==> src/rtl/dma_pcie_c2h_byp_out_sched.sv <==
// Credit-gated round-robin scheduler for the C2H descriptor bypass-out port.
// One descriptor per cycle, 1-cycle registered latency; credits are the only flow control.
`ifndef QID_WIDTH
`define QID_WIDTH 11
`endif

module dma_pcie_c2h_byp_out_sched #(
  parameter int QID_W    = `QID_WIDTH,
  parameter int CRDT_MAX = 16,
  parameter int CRDT_W   = 5
) (
  input  logic                  clk,
  input  logic                  rst,
  input  logic [3:0]            cfg_chn_en,
  input  logic [3:0]            req_vld,
  output logic [3:0]            req_rdy,
  input  logic [4*64-1:0]       req_dsc,
  input  logic [4*QID_W-1:0]    req_qid,
  input  logic [4*16-1:0]       req_cidx,
  input  logic [3:0]            req_wbi,
  input  logic [3:0]            req_wbi_chk,
  input  logic [3:0]            req_last,
  input  logic [3:0]            req_lsiz,
  output logic [63:0]           byp_out_dsc,
  output logic [QID_W-1:0]      byp_out_qid,
  output logic                  byp_out_wbi,
  output logic                  byp_out_wbi_chk,
  output logic [15:0]           byp_out_cidx,
  output logic                  byp_out_last,
  output logic                  byp_out_lsiz,
  output logic [1:0]            byp_out_chn,
  output logic                  byp_out_vld,
  input  logic [1:0]            byp_out_crdt_chn,
  input  logic                  byp_out_crdt,
  output logic [4*CRDT_W-1:0]   crdt_cnt,
  output logic                  err_crdt_ovf
);

  logic [3:0][CRDT_W-1:0] crdt_q, crdt_d;
  logic [1:0]             rr_q, rr_d;
  logic                   err_q, err_d;
  logic                   vld_q, vld_d;
  logic [63:0]            dsc_q, dsc_d;
  logic [QID_W-1:0]       qid_q, qid_d;
  logic [15:0]            cidx_q, cidx_d;
  logic                   wbi_q, wbi_d;
  logic                   wbi_chk_q, wbi_chk_d;
  logic                   last_q, last_d;
  logic                   lsiz_q, lsiz_d;
  logic [1:0]             chn_q, chn_d;

  logic [3:0] elig;
  logic [1:0] idx;
  logic [1:0] win;
  logic       win_vld;

  // Eligibility uses registered credit counts only, so a returned credit counts next cycle.
  always_comb begin
    elig    = '0;
    idx     = '0;
    win     = '0;
    win_vld = 1'b0;
    req_rdy = '0;
    for (int c = 0; c < 4; c++) begin
      elig[c] = req_vld[c] & cfg_chn_en[c] & (crdt_q[c] != '0);
    end
    for (int i = 0; i < 4; i++) begin
      idx = rr_q + 2'(i);
      if (!win_vld && elig[idx]) begin
        win_vld = 1'b1;
        win     = idx;
      end
    end
    if (win_vld) req_rdy[win] = 1'b1;
  end

  always_comb begin
    crdt_d = crdt_q;
    err_d  = err_q;
    rr_d   = rr_q;
    for (int c = 0; c < 4; c++) begin
      logic inc, dec;
      inc = byp_out_crdt & (byp_out_crdt_chn == 2'(c));
      dec = win_vld & (win == 2'(c));
      if (inc && !dec) begin
        if (crdt_q[c] == CRDT_W'(CRDT_MAX)) err_d = 1'b1;
        else                               crdt_d[c] = crdt_q[c] + CRDT_W'(1);
      end else if (dec && !inc) begin
        crdt_d[c] = crdt_q[c] - CRDT_W'(1);
      end
    end
    if (win_vld) rr_d = win + 2'd1;
  end

  // Output data registers hold their last value when nothing is issued.
  always_comb begin
    vld_d     = win_vld;
    dsc_d     = dsc_q;
    qid_d     = qid_q;
    cidx_d    = cidx_q;
    wbi_d     = wbi_q;
    wbi_chk_d = wbi_chk_q;
    last_d    = last_q;
    lsiz_d    = lsiz_q;
    chn_d     = chn_q;
    if (win_vld) begin
      dsc_d     = req_dsc[win*64 +: 64];
      qid_d     = req_qid[win*QID_W +: QID_W];
      cidx_d    = req_cidx[win*16 +: 16];
      wbi_d     = req_wbi[win];
      wbi_chk_d = req_wbi_chk[win];
      last_d    = req_last[win];
      lsiz_d    = req_lsiz[win];
      chn_d     = win;
    end
  end

  always_ff @(posedge clk or posedge rst) begin
    if (rst) begin
      crdt_q    <= '0;
      rr_q      <= '0;
      err_q     <= 1'b0;
      vld_q     <= 1'b0;
      dsc_q     <= '0;
      qid_q     <= '0;
      cidx_q    <= '0;
      wbi_q     <= 1'b0;
      wbi_chk_q <= 1'b0;
      last_q    <= 1'b0;
      lsiz_q    <= 1'b0;
      chn_q     <= '0;
    end else begin
      crdt_q    <= crdt_d;
      rr_q      <= rr_d;
      err_q     <= err_d;
      vld_q     <= vld_d;
      dsc_q     <= dsc_d;
      qid_q     <= qid_d;
      cidx_q    <= cidx_d;
      wbi_q     <= wbi_d;
      wbi_chk_q <= wbi_chk_d;
      last_q    <= last_d;
      lsiz_q    <= lsiz_d;
      chn_q     <= chn_d;
    end
  end

  assign byp_out_vld     = vld_q;
  assign byp_out_dsc     = dsc_q;
  assign byp_out_qid     = qid_q;
  assign byp_out_cidx    = cidx_q;
  assign byp_out_wbi     = wbi_q;
  assign byp_out_wbi_chk = wbi_chk_q;
  assign byp_out_last    = last_q;
  assign byp_out_lsiz    = lsiz_q;
  assign byp_out_chn     = chn_q;
  assign crdt_cnt        = crdt_q;
  assign err_crdt_ovf    = err_q;

endmodule

==> config.mk <==
export PLATFORM = sky130hd
export DESIGN_NAME = dma_pcie_c2h_byp_out_sched
export DESIGN_NICKNAME = d
export VERILOG_FILES = /design/src/rtl/dma_pcie_c2h_byp_out_sched.sv
export SDC_FILE = /design/constraint.sdc
export NUM_CORES = 1
export LEC_CHECK = 0
export CORE_AREA = 2 2 198 200
export DETAILED_ROUTE_END_ITERATION = 8
export DIE_AREA = 0 0 200 202
export PLACE_DENSITY = 0.61
export RECOVER_POWER = 50
export SYNTH_ARGS = -nofsm -noshare
export SYNTH_HDL_FRONTEND = slang
export SYNTH_SLANG_ARGS = --single-unit
==> constraint.sdc <==
create_clock -name clk -period 5.6 [get_ports clk]
set_input_delay 1.12 -clock clk [delete_from_list [all_inputs] [get_ports clk]]
set_output_delay 1.12 -clock clk [all_outputs]
set_load 0.03 [all_outputs]
# Word-level counts from Yosys, hierarchy flattened
# Index checks and enable logic that the tools add are counted.
dict set report word_totals {
  ff_bits 121
  inputBits 393
  output_inout_bits 123
}
dict set report classes {
  addsub 12
  n_mul 1
  order_cmp 6
  n_eq_ne 14
  n_shift 3
  mux 47
  bitwise 16
  n_reduce_logical 37
}
# cell n
set op_table {}
lappend op_table {{256-bit by 9-bit indexed part select with 64-bit output} 1}
lappend op_table {{64-bit by 7-bit indexed part select with 16-bit output} 1}
lappend op_table {{5-bit two-way mux} 12}
lappend op_table {{44-bit by 7-bit indexed part select with 11-bit output} 1}
lappend op_table {{1-bit two-way mux} 21}
lappend op_table {{5-bit by 1-bit adder with 5-bit output, second input constant} 4}
lappend op_table {{5-bit equality test, second input constant} 4}
lappend op_table {{5-bit nonzero test} 4}
lappend op_table {{5-bit by 1-bit subtractor with 5-bit output, second input constant} 4}
lappend op_table {{1-bit bitwise AND} 16}
lappend op_table {{1-bit binary-select mux with 2-bit select} 8}
lappend op_table {{2-bit by 3-bit less-than comparator with 1-bit output, second input constant} 5}
lappend op_table {{1-bit logical AND} 12}
lappend op_table {{1-bit zero test} 11}
lappend op_table {{2-bit equality test, second input constant} 4}
lappend op_table {{2-bit two-way mux} 4}
lappend op_table {{2-bit inequality test, second input constant} 4}
lappend op_table {{2-bit AND reduction} 4}
lappend op_table {{2-bit nonzero test} 4}
lappend op_table {{2-bit by 4-bit multiplier with 6-bit output, second input constant} 1}
lappend op_table {{2-bit by 1-bit adder with 2-bit output, second input constant} 2}
lappend op_table {{2-bit adder, second input constant} 2}
lappend op_table {{2-bit by 1-bit equality test with 1-bit output, second input constant} 2}
lappend op_table {{2-bit zero test} 2}
lappend op_table {{3 further kinds} 3}

# Longest topological paths before layout
dict set report logic_depth {
  word_depth 25
  depth_mapped 17
  depth_no_buf 15
}

# Least setup slack after synthesis
# OpenSTA, ideal clock, no wires.
dict set report synth_timing {
  path_kind {input to register}
  startpoint {in req_vld[0]}
  endpoint {reg crdt_q, in the netlist crdt_cnt[19]}
  setup_time_ns 0.141
  t_arrival_ns 4.195
  required_ns 5.459
  setup_slack_ns 1.264
  stages 16
  path_cell_list {nand2_1 a21oi_1 mux2_2 a221o_1 clkbuf_1 buf_1 inv_1 ha_1 o41ai_2 nand2_1 fa_1 a21o_1 a21oi_1 nor2_1 a211oi_1 a21oi_1}
}
dict set report synth_between {
  elab_chain_cells 20
}
# item line
set synth_rtl {}
lappend synth_rtl {{start, declared} 15} ;# input logic [3:0] req_vld,
lappend synth_rtl {{1-bit bitwise AND (*) (2 in a row)} 65} ;# elig[c] = req_vld[c] & cfg_chn_en[c] & (crdt_q[c] != '0);
lappend synth_rtl {{1-bit binary-select mux with 2-bit select} 69} ;# if (!win_vld && elig[idx]) begin
lappend synth_rtl {{1-bit two-way mux (not written as such)} 69}
lappend synth_rtl {{1-bit two-way mux} 69}
lappend synth_rtl {{1-bit zero test} 69}
lappend synth_rtl {{1-bit logical AND} 69}
lappend synth_rtl {{1-bit two-way mux} 69}
lappend synth_rtl {{1-bit zero test} 69}
lappend synth_rtl {{[... 4 more ...]} --}
lappend synth_rtl {{2-bit two-way mux (*)} 69}
lappend synth_rtl {{named net win[0]} 54} ;# logic [1:0] win;
lappend synth_rtl {{2-bit equality test (*)} 84} ;# dec = win_vld & (win == 2'(c));
lappend synth_rtl {{1-bit bitwise AND (*)} 84}
lappend synth_rtl {{1-bit zero test} 85} ;# if (inc && !dec) begin
lappend synth_rtl {{1-bit logical AND} 85}
lappend synth_rtl {{2-bit inequality test (no source line) or 2-bit nonzero test (tied branches)} --}
lappend synth_rtl {{2-bit AND reduction (no source line)} --}
lappend synth_rtl {{end signal, assigned} 133} ;# crdt_q <= crdt_d;
lappend synth_rtl {{end, declared} 39} ;# logic [3:0][CRDT_W-1:0] crdt_q, crdt_d;
# Mark *: on every way through the listed nets, which the timed path passes. The rest lies on a longest branch. The select of a mux whose other input is x is not followed.
# A chain may end at the register's enable or synchronous reset.

# Final worst setup path
dict set report layout_timing {
  startpoint {in req_vld[1]}
  endpoint {out req_rdy[1]}
}
dict set report layout_between {
  elab_chain_cells 19
}
# item line
set layout_rtl {}
lappend layout_rtl {{1-bit bitwise AND (*) (2 in a row)} 65}
lappend layout_rtl {{1-bit binary-select mux with 2-bit select} 69}
lappend layout_rtl {{1-bit two-way mux (not written as such)} 69}
lappend layout_rtl {{1-bit two-way mux} 69}
lappend layout_rtl {{1-bit zero test} 69}
lappend layout_rtl {{1-bit logical AND} 69}
lappend layout_rtl {{1-bit two-way mux} 69}
lappend layout_rtl {{1-bit zero test} 69}
lappend layout_rtl {{[... 3 more ...]} --}
lappend layout_rtl {{1-bit logical AND} 69}
lappend layout_rtl {{2-bit two-way mux (*)} 69}
lappend layout_rtl {{named net win[0]} 54}
lappend layout_rtl {{2-bit by 3-bit less-than comparator with 1-bit output (not written as such) or 2-bit by 1-bit >= comparator with 1-bit output (tied branches)} 74} ;# if (win_vld) req_rdy[win] = 1'b1;
lappend layout_rtl {{1-bit logical AND (not written as such)} 74}
lappend layout_rtl {{1-bit two-way mux (not written as such)} 74}
lappend layout_rtl {{1-bit demux with 2-bit select (*)} 74}
lappend layout_rtl {{4-bit two-way mux (*)} 74}
lappend layout_rtl {{end, declared} 16} ;# output logic [3:0] req_rdy,
# Marks and branches as above.

==> run metrics <==
I/O Buffers=slightly above 500; number of filler cells placed in the layout=around 3900; layout cells sized above 1=4.91%; CTS tree=built; clock group share of total power=approximately 17%; drt first-iter violations=about 320; flop-to-flop setup slack=approximately 1.4 ns; first-pass GRT wire length=48.6 mm; Die Height=202 um; clock-pin slew on the worst setup and hold paths=~0.06 ns; kind of critical path=in -> out; leakage=roughly 5.8 nW; drt pass-1 iters=6; Internal=between 3 and 4 mW; Final ANT Viol Nets=0; Avg Vias per Cell=around 4.5; post-route setup slack=approximately 0.55 ns; pre-CTS setup slack=between 0.6 and 0.7 ns; total number of clock tree sinks=about 120; endpoints failing setup=0; routability cong.=0.817; Slew Viols, Final=83; worst r2r src=crdt_cnt[15]$_DFFE_PP0P_; hpwl dp=roughly 26 mm; die area=approximately 0.04 mm2; skew final=0.0164 ns; Logic pwr share=between 50 and 60%; most frequent cell after synthesis=mux2i_1; worst-path maximum fanout=10; cts-stage hold buffer count=0; Worst-Margin Slew=2.15 ns; Initial Util=19.7%; Post-Syn Area=0.00754 mm2; Syn Area/Cell=about 11 um2; Tcrit/Tclk final=between 90 and 100%; critical-path cell list=clkdlybuf4s50_1 -> nand2_1 -> a21oi_1 -> a21oi_1 -> a221o_4 -> inv_1 -> ha_1 -> nand2_1 -> inv_1 -> clkdlybuf4s50_1; critical path capture point type=output pin; met3 Resource Use GR=between 4 and 5%; sequential element share of the synthesized area=40.1%; nets=1624; Synth Instances=around 710; cts bufs inserted=17; startpoint types=input port; worst min-delay path class=reg -> reg; worst endpoint required time=~4.5 ns; Post-CTS Setup Bufs=0; Seq pwr share=between 20% and 30%; DRC viols=0; WP data arrival=between 3 and 4 ns; DRT Wirelength=33.2 mm; RSZ-0062 raised after global routing=no; FFs w/ async S/R, synth=100%; number of global-route vias before repair=8280; n_diodes=0; status=finished, violations left; post-cts gate resize count=0; WHS Path Cells=2; reg2reg path depth=15; Fin. Hold Viols=0; highest clock rate=slightly below 200 MHz; Root Driver=clkbuf_16; Remaining Overflow, GRT=0; buffer levels on the longest clock path=2; H-tree Lvls=4; most common flop cell mapped by yosys=dfrtp_1; Slowest-stage cell, CP=clkdlybuf4s50_1; Sw Pwr=2.66 mW; VDD IR-drop max=about 0.19 mV; Synth area leader=dfrtp_1; setup TNS=0 ns; met1 GRT Util=a little under a fifth; clock latency on the worst-skew pair=between 0.4 and 0.5 ns; Syn Nets=1125; synth warn=0; Slew headroom=-43.4%; worst hold start=byp_out_cidx[6]$_DFFE_PP0N_; R2R Path End=crdt_cnt[19]$_DFFE_PP0P_; power per cell area=442 mW/mm2; I/O pins=between 500 and 600; antenna violations before repair=1; slowest stage delay, CP=approximately 0.71 ns; Row Count=72; sw frac=a little over two fifths; Die Width=around 200 um; pin count of the biggest net entering global routing=between 60 and 70; synth top area cells=dfrtp_1 40%, mux2i_1 25%, o221ai_1 11%; routed len/inst=~19 um; total number of vias=about 7900; max-cap violations=2; GRT Total Usage=between 10% and 20%; hold endpoint=byp_out_cidx[6]$_DFFE_PP0N_; met2 Use GR=28.0%; Distinct cells, synth=43; grt peak-use layer=met2; failing checks=max-capacitance violations, max-slew violations; core area=roughly 0.038 mm2; Area Growth Syn to Fin=83.1%; flops & latches, synth=between 100 and 150; fin crit period=5.05 ns; number of synthesized flops with an enable pin=0; post-synth top area share=40.1%; Post-synth top cells=190 x mux2i_1, 121 x dfrtp_1, 113 x nand2_1
[through the flow]
| stage | power [mW] | instances | area, um2 | util (%) | hold WS (ns) |
|---|---|---|---|---|---|
| after floorplan | 3.58 | 712 | 7540 | - | 0.538 |
| after global placement | 5.13 | 1710 | 13300 | 34.7 | 0.460 |
| after detailed placement | 5.17 | 1710 | 13300 | 34.7 | 0.469 |
| after CTS | 6.27 | 1739 | 13800 | 36.1 | 0.482 |
| after global routing | 6.46 | 1739 | 13800 | 36.1 | 0.496 |
| final | 6.10 | 1739 | 13800 | 36.1 | 0.475 |
[cell usage in the layout, fill, tap and decap left out, drive strengths merged, types with 8 or more instances in the layout]
cell type	n
o221ai	95
mux2i	190
a21oi	19
nand2	113
ha	16
inv	12
mux2	13
xnor2	8
dlygate4sd3	61
clkbuf	27
a21o	12
dfrtp	121
buf	16
clkdlybuf4s50	454
nor2	9
[cells by family (layout without fill, tap and decap cells)]
family | after synthesis | count (layout) | synth area share (%)
fa+ha+maj | 20 | 20 | 3.72
xor+xnor | 12 | 12 | 1.39
compound gates | 149 | 149 | 16.1
mux | 203 | 203 | 27.2
simple gates | 141 | 141 | 7.96
flops | 121 | 121 | 40.1
buf+inv | 66 | 575 | 3.55
[metal layers]
layer	wire, um	vias to the layer above	part of all wire, %
li1	-	3727	-
met1	13400	3820	40
met2	16600	330	50
met3	2600	30	7.8
met4	575	2	1.7
met5	12	-	0.036
[worst max-delay path, delay by kind of cell]
family / cells / cell delay, ns
buf+inv: 4 / 1.42
compound gates: 3 / 0.99
fa+ha+maj: 1 / 0.23
simple gates: 2 / 0.15
[final cells by class]
cell class,instances,area (um2),share of cell area (%)
clock inverter,4,70.1,0.507
timing repair buffer,533,5280,38.3
multi-input combinational,525,4270,30.9
clock buffer,25,465,3.37
inverter,13,50.0,0.362
tap,518,648,4.69
sequential,121,3030,21.9
[sequential cells by signal, indices dropped and copies added, names as in the netlist]
register	cells
byp_out_dsc	64
byp_out_wbi_chk	1
byp_out_wbi	1
byp_out_qid	11
byp_out_chn	2
byp_out_last	1
byp_out_cidx	16
rr_q	2
byp_out_vld	1
err_crdt_ovf	1
crdt_cnt	20
byp_out_lsiz	1
[worst max-delay path by stage]
stage / from / to / slack (ns) / depth (start not counted)
3_5_place_dp: req_vld[1] / req_rdy[1] / 0.60 / 10
5_1_grt: req_vld[1] / req_rdy[1] / 0.37 / 10
2_1_floorplan: req_vld[0] / crdt_cnt[19]$_DFFE_PP0P_ / 1.26 / 16
4_1_cts: req_vld[1] / req_rdy[1] / 0.60 / 10
6_report: req_vld[1] / req_rdy[1] / 0.55 / 10
3_3_place_gp: req_vld[0] / req_rdy[1] / 0.70 / 10
[power by group through the flow]
stage                     Sequential (mW)  Combinational [mW]  Clock (mW)
after floorplan                      2.32                1.26           0
after CTS                            1.58                3.59        1.09
after global routing                 1.63                3.70        1.13
after detailed placement             1.59                3.58           0
after global placement               1.58                3.55           0
final                                1.57                3.48        1.06
Power figures use the tool's default switching activity.
